### src/rtl/dpu_sequencer_if.sv
// Bundle between dpu_sequencer and its neighbours: host start/done, instruction fetch, DPU drive.
// master = the sequencer side, slave = the host / memory / DPU side.
interface dpu_sequencer_if #(
  parameter int ADDR_W = 8
);
  logic              start;
  logic [ADDR_W-1:0] pc_base;
  logic              busy;
  logic              done;
  logic              err;
  // Fetch handshake: imem_req rises with imem_addr stable and stays high until a
  // cycle in which imem_ack is sampled high; imem_data is valid only in that cycle.
  // imem_ack while imem_req is low carries nothing and is ignored.
  logic              imem_req;
  logic [ADDR_W-1:0] imem_addr;
  logic              imem_ack;
  logic [23:0]       imem_data;
  logic [3:0]        dpu_a;
  logic [3:0]        dpu_b;
  logic [3:0]        dpu_r;
  logic [3:0]        dpu_n;
  logic [7:0]        dpu_mdata;
  logic [3:0]        dpu_cc;
  logic [1:0]        seq_state;

  modport master (
    input  start, pc_base, imem_ack, imem_data, dpu_cc,
    output busy, done, err, imem_req, imem_addr,
           dpu_a, dpu_b, dpu_r, dpu_n, dpu_mdata, seq_state
  );

  modport slave (
    output start, pc_base, imem_ack, imem_data, dpu_cc,
    input  busy, done, err, imem_req, imem_addr,
           dpu_a, dpu_b, dpu_r, dpu_n, dpu_mdata, seq_state
  );
endinterface

### src/rtl/dpu_sequencer.sv
// Microsequencer fetching 24-bit words and holding each DPU op for EXEC_CYC cycles.
// Optional instruction watchdog is enabled by defining DPU_SEQ_WDOG_EN.
module dpu_sequencer #(
  parameter int ADDR_W     = 8,
  parameter int EXEC_CYC   = 2,
  parameter int WDOG_LIMIT = 255
) (
  input  logic           clk,
  input  logic           rst,
  dpu_sequencer_if.master bus
);

  typedef enum logic [1:0] {IDLE, FETCH, EXEC, DONE} state_t;

  localparam logic [3:0] OP_HALT   = 4'hE;
  localparam logic [3:0] OP_BRANCH = 4'hF;

  if (EXEC_CYC < 1 || EXEC_CYC > 15 || WDOG_LIMIT < 1) begin : g_param_check
    $error("dpu_sequencer: EXEC_CYC must be 1..15 and WDOG_LIMIT at least 1");
  end

  state_t              state;
  logic [ADDR_W-1:0]   pc;
  logic [3:0]          cc_reg;
  logic [3:0]          exec_cnt;

  logic [3:0]          op;
  logic [3:0]          mask;
  logic                taken;
  logic [ADDR_W+7:0]   target_wide;
  logic [ADDR_W-1:0]   target;
  logic                wdog_trip;

  assign op          = bus.imem_data[23:20];
  assign mask        = bus.imem_data[19:16];
  assign taken       = bus.imem_data[15] ? ((cc_reg & mask) == 4'd0)
                                         : ((cc_reg & mask) != 4'd0);
  // Immediate is zero-extended (or truncated) to the address width.
  assign target_wide = {{ADDR_W{1'b0}}, bus.imem_data[7:0]};
  assign target      = target_wide[ADDR_W-1:0];

  assign bus.imem_addr = pc;
  assign bus.seq_state = state;

`ifdef DPU_SEQ_WDOG_EN
  localparam int SW = $clog2(WDOG_LIMIT + 1);
  logic [SW-1:0] steps;
  assign wdog_trip = (steps == SW'(WDOG_LIMIT));
`else
  assign wdog_trip = 1'b0;
  assign bus.err   = 1'b0;
`endif

  always_ff @(posedge clk or posedge rst) begin
    if (rst) begin
      state         <= IDLE;
      pc            <= '0;
      cc_reg        <= '0;
      exec_cnt      <= '0;
      bus.busy      <= 1'b0;
      bus.done      <= 1'b0;
      bus.imem_req  <= 1'b0;
      bus.dpu_a     <= '0;
      bus.dpu_b     <= '0;
      bus.dpu_r     <= '0;
      bus.dpu_n     <= '0;
      bus.dpu_mdata <= '0;
`ifdef DPU_SEQ_WDOG_EN
      steps         <= '0;
      bus.err       <= 1'b0;
`endif
    end else begin
      bus.done <= 1'b0;
      case (state)
        IDLE: begin
          if (bus.start) begin
            pc           <= bus.pc_base;
            cc_reg       <= '0;
            bus.busy     <= 1'b1;
            bus.imem_req <= 1'b1;
            state        <= FETCH;
`ifdef DPU_SEQ_WDOG_EN
            steps        <= '0;
            bus.err      <= 1'b0;
`endif
          end
        end
        FETCH: begin
          if (!bus.imem_req) begin
            // One-cycle bubble after a branch before re-requesting.
            bus.imem_req <= 1'b1;
          end else if (bus.imem_ack) begin
            bus.imem_req <= 1'b0;
            if (wdog_trip) begin
`ifdef DPU_SEQ_WDOG_EN
              bus.err  <= 1'b1;
`endif
              bus.busy <= 1'b0;
              bus.done <= 1'b1;
              state    <= DONE;
            end else begin
`ifdef DPU_SEQ_WDOG_EN
              steps <= steps + SW'(1);
`endif
              if (op == OP_HALT) begin
                bus.busy <= 1'b0;
                bus.done <= 1'b1;
                state    <= DONE;
              end else if (op == OP_BRANCH) begin
                pc <= taken ? target : pc + ADDR_W'(1);
              end else begin
                bus.dpu_n     <= op;
                bus.dpu_a     <= bus.imem_data[19:16];
                bus.dpu_b     <= bus.imem_data[15:12];
                bus.dpu_r     <= bus.imem_data[11:8];
                bus.dpu_mdata <= bus.imem_data[7:0];
                exec_cnt      <= 4'(EXEC_CYC - 1);
                state         <= EXEC;
              end
            end
          end
        end
        EXEC: begin
          if (exec_cnt == 4'd0) begin
            cc_reg       <= bus.dpu_cc;
            pc           <= pc + ADDR_W'(1);
            bus.imem_req <= 1'b1;
            state        <= FETCH;
          end else begin
            exec_cnt <= exec_cnt - 4'd1;
          end
        end
        DONE: begin
          state <= IDLE;
        end
        default: state <= IDLE;
      endcase
    end
  end

endmodule

### src/flat_wrapper.sv
// flat-port wrapper written by rule: the top's interface ports become plain ports
module dpu_sequencer_flat 
#(
  parameter int ADDR_W     = 8,
  parameter int EXEC_CYC   = 2,
  parameter int WDOG_LIMIT = 255
)
  (clk, rst, bus_start, bus_pc_base, bus_imem_ack, bus_imem_data, bus_dpu_cc, bus_busy, bus_done, bus_err, bus_imem_req, bus_imem_addr, bus_dpu_a, bus_dpu_b, bus_dpu_r, bus_dpu_n, bus_dpu_mdata, bus_seq_state);
  dpu_sequencer_if #(.ADDR_W(ADDR_W)) bus_i ();
  input  logic clk;
  input  logic rst;
  input wire logic [$bits(bus_i.start)-1:0] bus_start;
  input wire logic [$bits(bus_i.pc_base)-1:0] bus_pc_base;
  input wire logic [$bits(bus_i.imem_ack)-1:0] bus_imem_ack;
  input wire logic [$bits(bus_i.imem_data)-1:0] bus_imem_data;
  input wire logic [$bits(bus_i.dpu_cc)-1:0] bus_dpu_cc;
  output wire logic [$bits(bus_i.busy)-1:0] bus_busy;
  output wire logic [$bits(bus_i.done)-1:0] bus_done;
  output wire logic [$bits(bus_i.err)-1:0] bus_err;
  output wire logic [$bits(bus_i.imem_req)-1:0] bus_imem_req;
  output wire logic [$bits(bus_i.imem_addr)-1:0] bus_imem_addr;
  output wire logic [$bits(bus_i.dpu_a)-1:0] bus_dpu_a;
  output wire logic [$bits(bus_i.dpu_b)-1:0] bus_dpu_b;
  output wire logic [$bits(bus_i.dpu_r)-1:0] bus_dpu_r;
  output wire logic [$bits(bus_i.dpu_n)-1:0] bus_dpu_n;
  output wire logic [$bits(bus_i.dpu_mdata)-1:0] bus_dpu_mdata;
  output wire logic [$bits(bus_i.seq_state)-1:0] bus_seq_state;
  assign bus_i.start = bus_start;
  assign bus_i.pc_base = bus_pc_base;
  assign bus_i.imem_ack = bus_imem_ack;
  assign bus_i.imem_data = bus_imem_data;
  assign bus_i.dpu_cc = bus_dpu_cc;
  assign bus_busy = bus_i.busy;
  assign bus_done = bus_i.done;
  assign bus_err = bus_i.err;
  assign bus_imem_req = bus_i.imem_req;
  assign bus_imem_addr = bus_i.imem_addr;
  assign bus_dpu_a = bus_i.dpu_a;
  assign bus_dpu_b = bus_i.dpu_b;
  assign bus_dpu_r = bus_i.dpu_r;
  assign bus_dpu_n = bus_i.dpu_n;
  assign bus_dpu_mdata = bus_i.dpu_mdata;
  assign bus_seq_state = bus_i.seq_state;
  dpu_sequencer #(.ADDR_W(ADDR_W), .EXEC_CYC(EXEC_CYC), .WDOG_LIMIT(WDOG_LIMIT)) u_core (.clk(clk), .rst(rst), .bus(bus_i));
endmodule
### config.mk
export PLATFORM = sky130hd
export DESIGN_NAME = dpu_sequencer_flat
export DESIGN_NICKNAME = d
export VERILOG_FILES = /design/src/rtl/dpu_sequencer_if.sv /design/src/rtl/dpu_sequencer.sv /design/src/flat_wrapper.sv
export SDC_FILE = /design/constraint.sdc
export NUM_CORES = 1
export LEC_CHECK = 0
export ABC_AREA = 1
export CAP_MARGIN = 20
export CORE_MARGIN = 2
export CORE_UTILIZATION = 40
export CTS_CLUSTER_DIAMETER = 60
export DETAILED_ROUTE_END_ITERATION = 6
export DONT_BUFFER_PORTS = 1
export GPL_TIMING_DRIVEN = 1
export PLACE_DENSITY = 0.54
export REMOVE_ABC_BUFFERS = 1
export SLEW_MARGIN = 40
export SYNTH_ARGS = -nofsm -noshare
export SYNTH_HDL_FRONTEND = slang
export SYNTH_SLANG_ARGS = --single-unit
### constraint.sdc
create_clock -name clk -period 2 [get_ports clk]
set_clock_uncertainty 0.1 [all_clocks]
set_input_delay 0.3 -clock clk [delete_from_list [all_inputs] [get_ports clk]]
set_output_delay 0.3 -clock clk [all_outputs]
set_load 0.03 [all_outputs]
==> impl_metrics.toml, run 1 <==
[final_layout]
n_antenna_cell = 0
fin_util_pct = 46.5
final_cell_count_no_fill = 402
syn_to_final_growth_pct = 10.8
final_net_count = 374
drive_above_1_share_pct = 15.6

[sta]
rsz0062_at_grt = "no"
max_freq_mhz = 552
holdWs_ns = 0.0450
setup_viol = 0
min_period_ns = 1.81
hold_viol = 0
maxSlewViolCount = 0
fin_crit_sh_pct = 90.5

[synthesis]
synthTopCellsByArea = "dfrtp_1 45%, nand2_1 12%, mux2_4 8.3%"
synth_area_leader_cell = "dfrtp_1"
synth_area_sq_um = 2530
synth_cell_types = 26
synthArstFlopShare_pct = 100
syn_area_per_cell_sq_um = 8.19
ys_seq_elements = 45
synth_top_area_share_pct = 44.5
seq_area_frac_synth_pct = 44.5
yosys_warnings = 0
synth_cells = 309
synth-edff-count = 0
synth_ff_type = "dfrtp_1"

[clock_network]
cts_tree = "yes"
cts.sinks = 45
clk_path_buf_depth = 2
cts_htree_levels = 2
cts_setup_buffers = 0
clkTransAtPathRegs_ns = 0.09
cts-root-buf = "clkbuf_8"
cts_buffers = 5
clock_latency_ns = 0.30

[global_routing]
grt_max_degree = 19
antenna_found_initial = 0
grt_pass1_wl_mm = 9.34
first_global_vias = 1861
gr-total-overflow = 0
grt_usage_pct = 16.5

[min_path]
hold_path_end = "u_core.bus.dpu_a[2]$_DFFE_PP0P_"
hp-start = "bus_imem_data[18]"
min_path_cells = 1
hp-class = "primary input to register"

[critical_path]
regToRegSetupSlack_ns = 0.19
critPathCaptureType = "register"
reg2reg_to = "u_core.bus.imem_addr[2]$_DFFE_PP0P_"
r2r_cells = 8
critPathKind = "register to register"
cp_data_required_time_ns = 2.10
arrival_ns = 1.91
cp-start-kind = "register"
reg2reg_from = "u_core.bus.seq_state[0]$_DFFE_PP0P_"
cp_max_fo = 15

[placed_design]
dp.cells = 392
routabilityCongestion = 0.808
place_hpwl_mm = 4.41
portBuffers = 0

[detailed_routing]
wl_mm = 5.70
post-route-drc-count = 0
wl_per_cell_microns = 14.2
dr.pass1.iters = 6
final_antenna_net_count = 0
first_iter_violations = 78
vias_per_cell = 4.91
vias = 1972

[job]
maxCapViolations = 0

[power_and_ir_drop]
p_leak_uw = 0.00147
powerDensity_nw_per_um2 = 1970
ir_drop_mv = 0.885

[die]
die_y_microns = 83.5
core_sq_um = 6030
io_pins = 78
die_x_microns = 83.5
rows = 28
fp.dieArea_sq_um = 6980
start_util_pct = 42.0

[run_status]
status = "completed"
Yosys cell counts (all sizes together) (3+ instances only):
| master | count |
|---|---|
| a21oi | 8 |
| nand2 | 79 |
| buf | 6 |
| or2 | 3 |
| nor2 | 34 |
| dfrtp | 45 |
| clkbuf | 3 |
| inv | 41 |
| nand3 | 29 |
| o21ai | 28 |
| ha | 8 |
| xor2 | 3 |
| mux2 | 16 |
per-stage QoR:
step	total power, uW	setup TNS (ns)	cell area, sq um	worst slack, ns
floorplan	4210	-8.11	2470	-0.395
global placement	4910	0	2690	0.175
detailed placement	4960	0	2690	0.175
CTS	5570	0	2800	0.144
global route	6000	0	2800	0.00372
finish	5510	0	2800	0.190
worst max-delay path, cell delays in order, from the launching register on:
cell and delay [ns]:
dfrtp_1 0.41, ha_1 0.23, buf_4 0.20, a21oi_1 0.15, o21ai_0 0.13, nor2_2 0.21, inv_4 0.11, nor2_1 0.10
a21oi_1 0.07
how the worst max path moves through the flow:
stage / start / endpoint / slack [ns] / cells past startpoint
finish: u_core.bus.seq_state[0]$_DFFE_PP0P_ / u_core.bus.imem_addr[2]$_DFFE_PP0P_ / 0.19 / 8
detailed placement: u_core.bus.seq_state[0]$_DFFE_PP0P_ / u_core.bus.imem_addr[1]$_DFFE_PP0P_ / 0.18 / 10
CTS: u_core.bus.seq_state[0]$_DFFE_PP0P_ / u_core.bus.imem_addr[6]$_DFFE_PP0P_ / 0.14 / 10
global route: u_core.bus.seq_state[1]$_DFFE_PP0P_ / u_core.bus.imem_addr[0]$_DFFE_PP0P_ / 0.004 / 10
global placement: u_core.bus.seq_state[0]$_DFFE_PP0P_ / u_core.bus.imem_addr[3]$_DFFE_PP0P_ / 0.17 / 10
floorplan: u_core.bus.seq_state[1]$_DFFE_PP0P_ / u_core.bus.dpu_a[0]$_DFFE_PP0P_ / -0.40 / 6
layer usage:
layer	vias up	wire [microns]	track usage (%)
met4	0	24	3.08
met1	902	2590	22.0
met2	55	2730	27.8
met5	-	0	0
met3	2	366	3.96
li1	1013	-	-
placed cells by master (no fill, tap or decap), drive strengths merged:
cell,count
a32o,1
conb,1
xor2,3
inv,42
nor2,34
a21oi,8
nand3b,1
nor3,1
nor3b,1
nand2,79
buf,17
clkinvlp,1
mux2,16
dfrtp,45
dlygate4sd3,2
nand3,29
ha,8
clkinv,1
or2,3
clkbuf,5
o31ai,1
o21ai,28
kinds of logic (layout without fill, tap and decap cells):
logic type,after synthesis,after routing,share of synthesized area (%)
mux,16,16,9.20
fa+ha+maj,8,8,3.96
other cells,1,1,0.148
flops,45,45,44.5
compound gates,38,38,7.96
xor+xnor,3,3,1.04
buf+inv,50,68,8.51
simple gates,148,148,24.7
power by group:
part / switching [uW] / leakage, uW / internal [uW]
sequential: 884 / 0.000552 / 1340
combinational: 1610 / 0.000874 / 1100
clock: 328 / 0.0000445 / 248
total: 2830 / 0.00147 / 2690
final cells by class:
class,instances,area (sq um)
fill,594,3220
multi-input combinational,214,1190
sequential,45,1130
inverter,41,156
timing repair buffer,19,148
tap,75,93.8
clock buffer,5,68.8
clock inverter,3,21.3
repair_timing:
| item | CTS | global route |
|---|---|---|
| resized for setup | 0 | 1 |
| hold buffers | 2 | 0 |
| hold endpoints to repair | 15 | 0 |
| endpoints found under the setup margin | 0 | 2 |
Note: power is estimated with default switching activity, not from simulation.
==> run 2, diff against run 1 <==
Settings changed: BUFFER_PORTS_ARGS from default to -buffer_cell sky130_fd_sc_hd__buf_2, DONT_BUFFER_PORTS 1 to default, PLACE_DENSITY 0.54 to 0.65, SETUP_SLACK_MARGIN from default to 0.15.
==> run 2 against run 1 <==
Flip-flop and latch count unchanged. Sequential share of layout area decreased by 5.7 points. Critical endpoint unchanged. Wire length up 3.0%. Final area is 17% higher. Sequential power decreased by 26%. Worst hold slack got worse by 0.019 ns. Utilization rose by 7.8 points.
==> impl_metrics.toml, run 2 (same netlist as run 1, synthesis figures left out) <==
[run_status]
status = "completed"

[detailed_routing]
wl_mm = 5.87
final_antenna_net_count = 0
vias_per_cell = 4.69
dr.pass1.iters = 4
wl_per_cell_microns = 12.4
vias = 2215
post-route-drc-count = 0
first_iter_violations = 88

[placed_design]
portBuffers = 76
routabilityCongestion = 0.805
place_hpwl_mm = 4.34
post-place-ws_ns = 0.141
dp.cells = 460

[critical_path]
critPathKind = "register to register"
cp_data_required_time_ns = 2.11
cp-start-kind = "register"
path_buf_inv = 2
max_stage_delay_ns = 0.46
critPathSlowestCell = "dfrtp_2"
arrival_ns = 1.91
cp_max_fo = 15
crit_family = "flip-flops"
critPathCaptureType = "register"
cp_cell_sequence = "ha_4, buf_8, a21oi_2, o21ai_2, nor2_4, clkinvlp_4, nor2_1, a21oi_1"

[die]
die_x_microns = 83.5
die_y_microns = 83.5
io_pins = 78
start_util_pct = 42.0
core_sq_um = 6030
fp.dieArea_sq_um = 6980
rows = 28

[power_and_ir_drop]
fin_total_pwr_uw = 6370
p_leak_uw = 0.00178
intPower_uw = 3310
ir_drop_mv = 0.790
p_seq_share_pct = 26.0
powerDensity_nw_per_um2 = 1950
p_switching_uw = 3060
swShare_pct = 48.0
pwr-share-clk_pct = 13.2
combPwrFrac_pct = 60.8

[min_path]
hp-class = "primary input to asynchronous set/reset pin"

[global_routing]
antenna_found_initial = 0
grt_max_degree = 46
gr-total-overflow = 0
grt_usage_pct = 17.1
grt_pass1_wl_mm = 9.85
first_global_vias = 2146

[clock_network]
cts_hold_buffers = 0
cts_buffers = 5
cts-root-buf = "clkbuf_8"
cts_tree = "yes"
clkTransAtPathRegs_ns = 0.10
clk_path_buf_depth = 2
cts_htree_levels = 2
cts.sinks = 45
clock_latency_ns = 0.31

[sta]
hold_viol = 0
max_slew_margin_pct = 62.0
setup_viol = 0
fin_crit_sh_pct = 89.9
tightest_slew_ns = 0.570
rsz0062_at_grt = "yes"
setup_ws_ns = 0.201
max_freq_mhz = 556
maxSlewViolCount = 0
min_period_ns = 1.80

[final_layout]
final_cell_count_no_fill = 472
final_cell_mix = "76 x nand2_1, 76 x buf_2, 44 x dfrtp_1, 32 x nor2_1, 31 x inv_1"
drive_above_1_share_pct = 36.0
final_net_count = 444
fillerInstances = 579
fin_util_pct = 54.3
n_antenna_cell = 0
syn_to_final_growth_pct = 29.4

[job]
maxCapViolations = 0
==> run 2: metrics by stage <==
| step | TNS [ns] | hold slack, ns | instance area, sq um |
|---|---|---|---|
| 3_5_place_dp | 0 | 0.368 | 3010 |
| 6_report | 0 | 0.0263 | 3270 |
| 2_1_floorplan | -8.11 | 0.270 | 2470 |
| 5_1_grt | 0 | 0.0797 | 3270 |
| 4_1_cts | 0 | 0.0481 | 3170 |
| 3_3_place_gp | 0 | 0.363 | 3010 |
==> run 2: metal layers <==
layer	GRT usage, %	part of all wire (%)	vias up
met2	27.7	47	54
met4	6.01	1.4	0
met1	23.1	48	1006
li1	-	-	1147
met5	0	0	-
met3	3.07	4.1	8
==> run 2: area by class of cell <==
cell class	count	area [sq um]	area share (%)
inverters	41	159	4.85
well taps	75	93.8	2.87
multi-input cells	214	1260	38.5
repair inverters	1	7.51	0.229
clock inverters	3	68.8	2.10
clock buffers	5	68.8	2.10
flip-flops and latches	45	1130	34.4
repair buffers	88	489	14.9
==> run 2: final timing paths <==
check / startpoint / to / slack [ns] / depth (start not counted)
max: u_core.bus.seq_state[0]$_DFFE_PP0P_ / u_core.bus.imem_addr[2]$_DFFE_PP0P_ / 0.20 / 8
min: rst / u_core.bus.imem_addr[2]$_DFFE_PP0P_ / 0.03 / 3
max reg2reg: u_core.bus.seq_state[0]$_DFFE_PP0P_ / u_core.bus.imem_addr[2]$_DFFE_PP0P_ / 0.20 / 8
min reg2reg: u_core.bus.dpu_b[3]$_DFFE_PP0P_ / u_core.bus.dpu_b[3]$_DFFE_PP0P_ / 0.39 / 2
max in group asynchronous: rst / u_core.bus.seq_state[0]$_DFFE_PP0P_ / 1.36 / 3
min in group clk: bus_imem_data[20] / u_core.bus.done$_DFF_PP0_ / 0.08 / 2
==> run 2: worst reg2reg max path, cell delays in order (launching register included) <==
cell and delay, ns:
dfrtp_2 0.46, ha_4 0.19, buf_8 0.14, a21oi_2 0.15, o21ai_2 0.08, nor2_4 0.18
clkinvlp_4 0.19, nor2_1 0.14, a21oi_1 0.07
==> run 2: power groups by stage <==
stage / Combinational [uW] / Clock (uW) / Sequential (uW)
floorplan: 1870 / 0 / 2340
global placement: 3450 / 0 / 1660
detailed placement: 3500 / 0 / 1680
CTS: 3580 / 866 / 1640
global route: 4310 / 904 / 1710
finish: 3870 / 839 / 1650
==> run 2: repair_timing <==
| action | CTS | global route |
|---|---|---|
| resized for setup | 1 | 33 |
| setup buffers | 2 | 1 |
| endpoints found under the setup margin | 31 | 36 |
| cloned | 0 | 1 |
| pin swaps | 0 | 4 |
==> run 3, diff against run 2 <==
Settings changed: BUFFER_PORTS_ARGS -buffer_cell sky130_fd_sc_hd__buf_2 to default, DONT_BUFFER_PORTS from default to 1, PLACE_DENSITY 0.65 to 0.54.
==> run 3 against run 2 <==
Maximum frequency fell by 0.45%. Die area did not move. Combinational power fell by 25%. Clock power fell by 31%. First-iteration DRC count fell by 20%. Register-to-register slack barely moved. Wire length fell by 0.46%. Sequential power rose by 35%. Flip-flop and latch count did not move.
==> impl_metrics.toml, run 3 (same netlist as run 1, synthesis figures left out) <==
[critical_path]
arrival_ns = 1.90
cp-start-kind = "register"
cp_data_required_time_ns = 2.10
critPathKind = "register to register"
reg2reg_to = "u_core.bus.imem_addr[6]$_DFFE_PP0P_"
cp_max_fo = 7
regToRegSetupSlack_ns = 0.19
reg2reg_from = "u_core.bus.seq_state[0]$_DFFE_PP0P_"
critPathCaptureType = "register"
r2r_cells = 11

[detailed_routing]
dr.pass1.iters = 4
post-route-drc-count = 0
wl_per_cell_microns = 14.5
first_iter_violations = 70
final_antenna_net_count = 0
vias = 1989
vias_per_cell = 4.92
wl_mm = 5.85

[die]
die_y_microns = 83.5
core_sq_um = 6030
fp.dieArea_sq_um = 6980
start_util_pct = 42.0
die_x_microns = 83.5
rows = 28
io_pins = 78

[sta]
finalSetupTns_ns = 0
setup_ws_ns = 0.193
rsz0062_at_grt = "yes"
hold_viol = 0
fin_crit_sh_pct = 90.3
min_period_ns = 1.81
max_freq_mhz = 553
setup_viol = 0
maxSlewViolCount = 0

[global_routing]
grt_usage_pct = 16.5
grt_max_degree = 19
grt_pass1_wl_mm = 9.34
antenna_found_initial = 0
first_global_vias = 1861
gr-total-overflow = 0

[placed_design]
portBuffers = 0
place_hpwl_mm = 4.41
dp.cells = 392
routabilityCongestion = 0.808
post-place-ws_ns = 0.175

[min_path]
hold_path_end = "u_core.bus.dpu_a[2]$_DFFE_PP0P_"
hp-start = "bus_imem_data[18]"
min_path_cells = 1
hp-class = "primary input to register"

[power_and_ir_drop]
pwr-share-clk_pct = 10.2
powerDensity_nw_per_um2 = 1990
intPower_uw = 2780
ir_drop_mv = 0.924
combPwrFrac_pct = 50.9
swShare_pct = 51.3
p_leak_uw = 0.00148
p_seq_share_pct = 38.9
fin_total_pwr_uw = 5720
p_switching_uw = 2940

[clock_network]
cts_tree = "yes"
clk_path_buf_depth = 2
clkTransAtPathRegs_ns = 0.10
cts.sinks = 45
cts-root-buf = "clkbuf_8"
cts_buffers = 5
clock_latency_ns = 0.30
cts_htree_levels = 2

[final_layout]
final_net_count = 376
final_common_cell = "nand2_1"
n_antenna_cell = 0
drive_above_1_share_pct = 19.5
final_cell_count_no_fill = 404
final_cell_mix = "78 x nand2_1, 45 x dfrtp_1, 35 x inv_1, 32 x nor2_1, 28 x nand3_1"
syn_to_final_growth_pct = 13.4
fin_util_pct = 47.6

[job]
maxCapViolations = 0

[run_status]
status = "completed"
==> run 3: area by class of cell <==
class,instances,area (sq um)
sequential,45,1130
clock buffer,5,68.8
clock inverter,3,21.3
inverter,41,156
fill,589,3160
timing repair inverter,1,7.51
tap,75,93.8
timing repair buffer,20,166
multi-input combinational,214,1230
==> run 3: power groups by stage <==
stage / sequential, uW / clock (uW) / combinational (uW)
final: 2230 / 583 / 2910
after global routing: 2290 / 643 / 3280
after CTS: 2230 / 611 / 2740
after detailed placement: 2250 / 0 / 2710
after global placement: 2250 / 0 / 2670
after floorplan: 2340 / 0 / 1870
==> run 3: through the flow <==
| step | hold slack, ns | cell area [sq um] |
|---|---|---|
| floorplan | 0.270 | 2470 |
| global placement | 0.0872 | 2690 |
| detailed placement | 0.0951 | 2690 |
| CTS | 0.0345 | 2800 |
| global route | 0.0235 | 2870 |
| finish | 0.0405 | 2870 |
==> run 3: worst max-delay path, stage by stage, from the launching register on <==
cell	delay [ns]
dfrtp_1	0.41
inv_1	0.09
ha_2	0.19
inv_1	0.06
or2_2	0.32
nand3_4	0.12
nor2_4	0.05
buf_6	0.13
inv_4	0.08
nor2_1	0.05
nand2_1	0.06
nand2_1	0.04
==> run 3: repair_timing <==
item	4_1_cts	5_1_grt
hold endpoints to repair	15	0
pin swaps	0	2
gates cloned	0	1
endpoints found under the setup margin	3	29
hold buffers	2	0
resized for setup	1	17
setup buffers	0	1
==> run 3: how the worst max path moves through the flow <==
stage | from | to | slack, ns
finish | u_core.bus.seq_state[0]$_DFFE_PP0P_ | u_core.bus.imem_addr[6]$_DFFE_PP0P_ | 0.19
global route | u_core.bus.seq_state[0]$_DFFE_PP0P_ | u_core.bus.imem_addr[5]$_DFFE_PP0P_ | 0.06
floorplan | u_core.bus.seq_state[1]$_DFFE_PP0P_ | u_core.bus.dpu_a[0]$_DFFE_PP0P_ | -0.40
CTS | u_core.bus.seq_state[0]$_DFFE_PP0P_ | u_core.bus.imem_addr[6]$_DFFE_PP0P_ | 0.18
detailed placement | u_core.bus.seq_state[0]$_DFFE_PP0P_ | u_core.bus.imem_addr[1]$_DFFE_PP0P_ | 0.18
global placement | u_core.bus.seq_state[0]$_DFFE_PP0P_ | u_core.bus.imem_addr[3]$_DFFE_PP0P_ | 0.17
==> run 3: per-layer routing <==
layer  up-vias  global-route usage [%]  share of wire (%)
li1       1017                       -                  -
met1       917                    22.0                 44
met2        53                    27.8                 49
met3         2                    3.96                6.6
met4         0                    3.08               0.41
met5         -                       0                  0
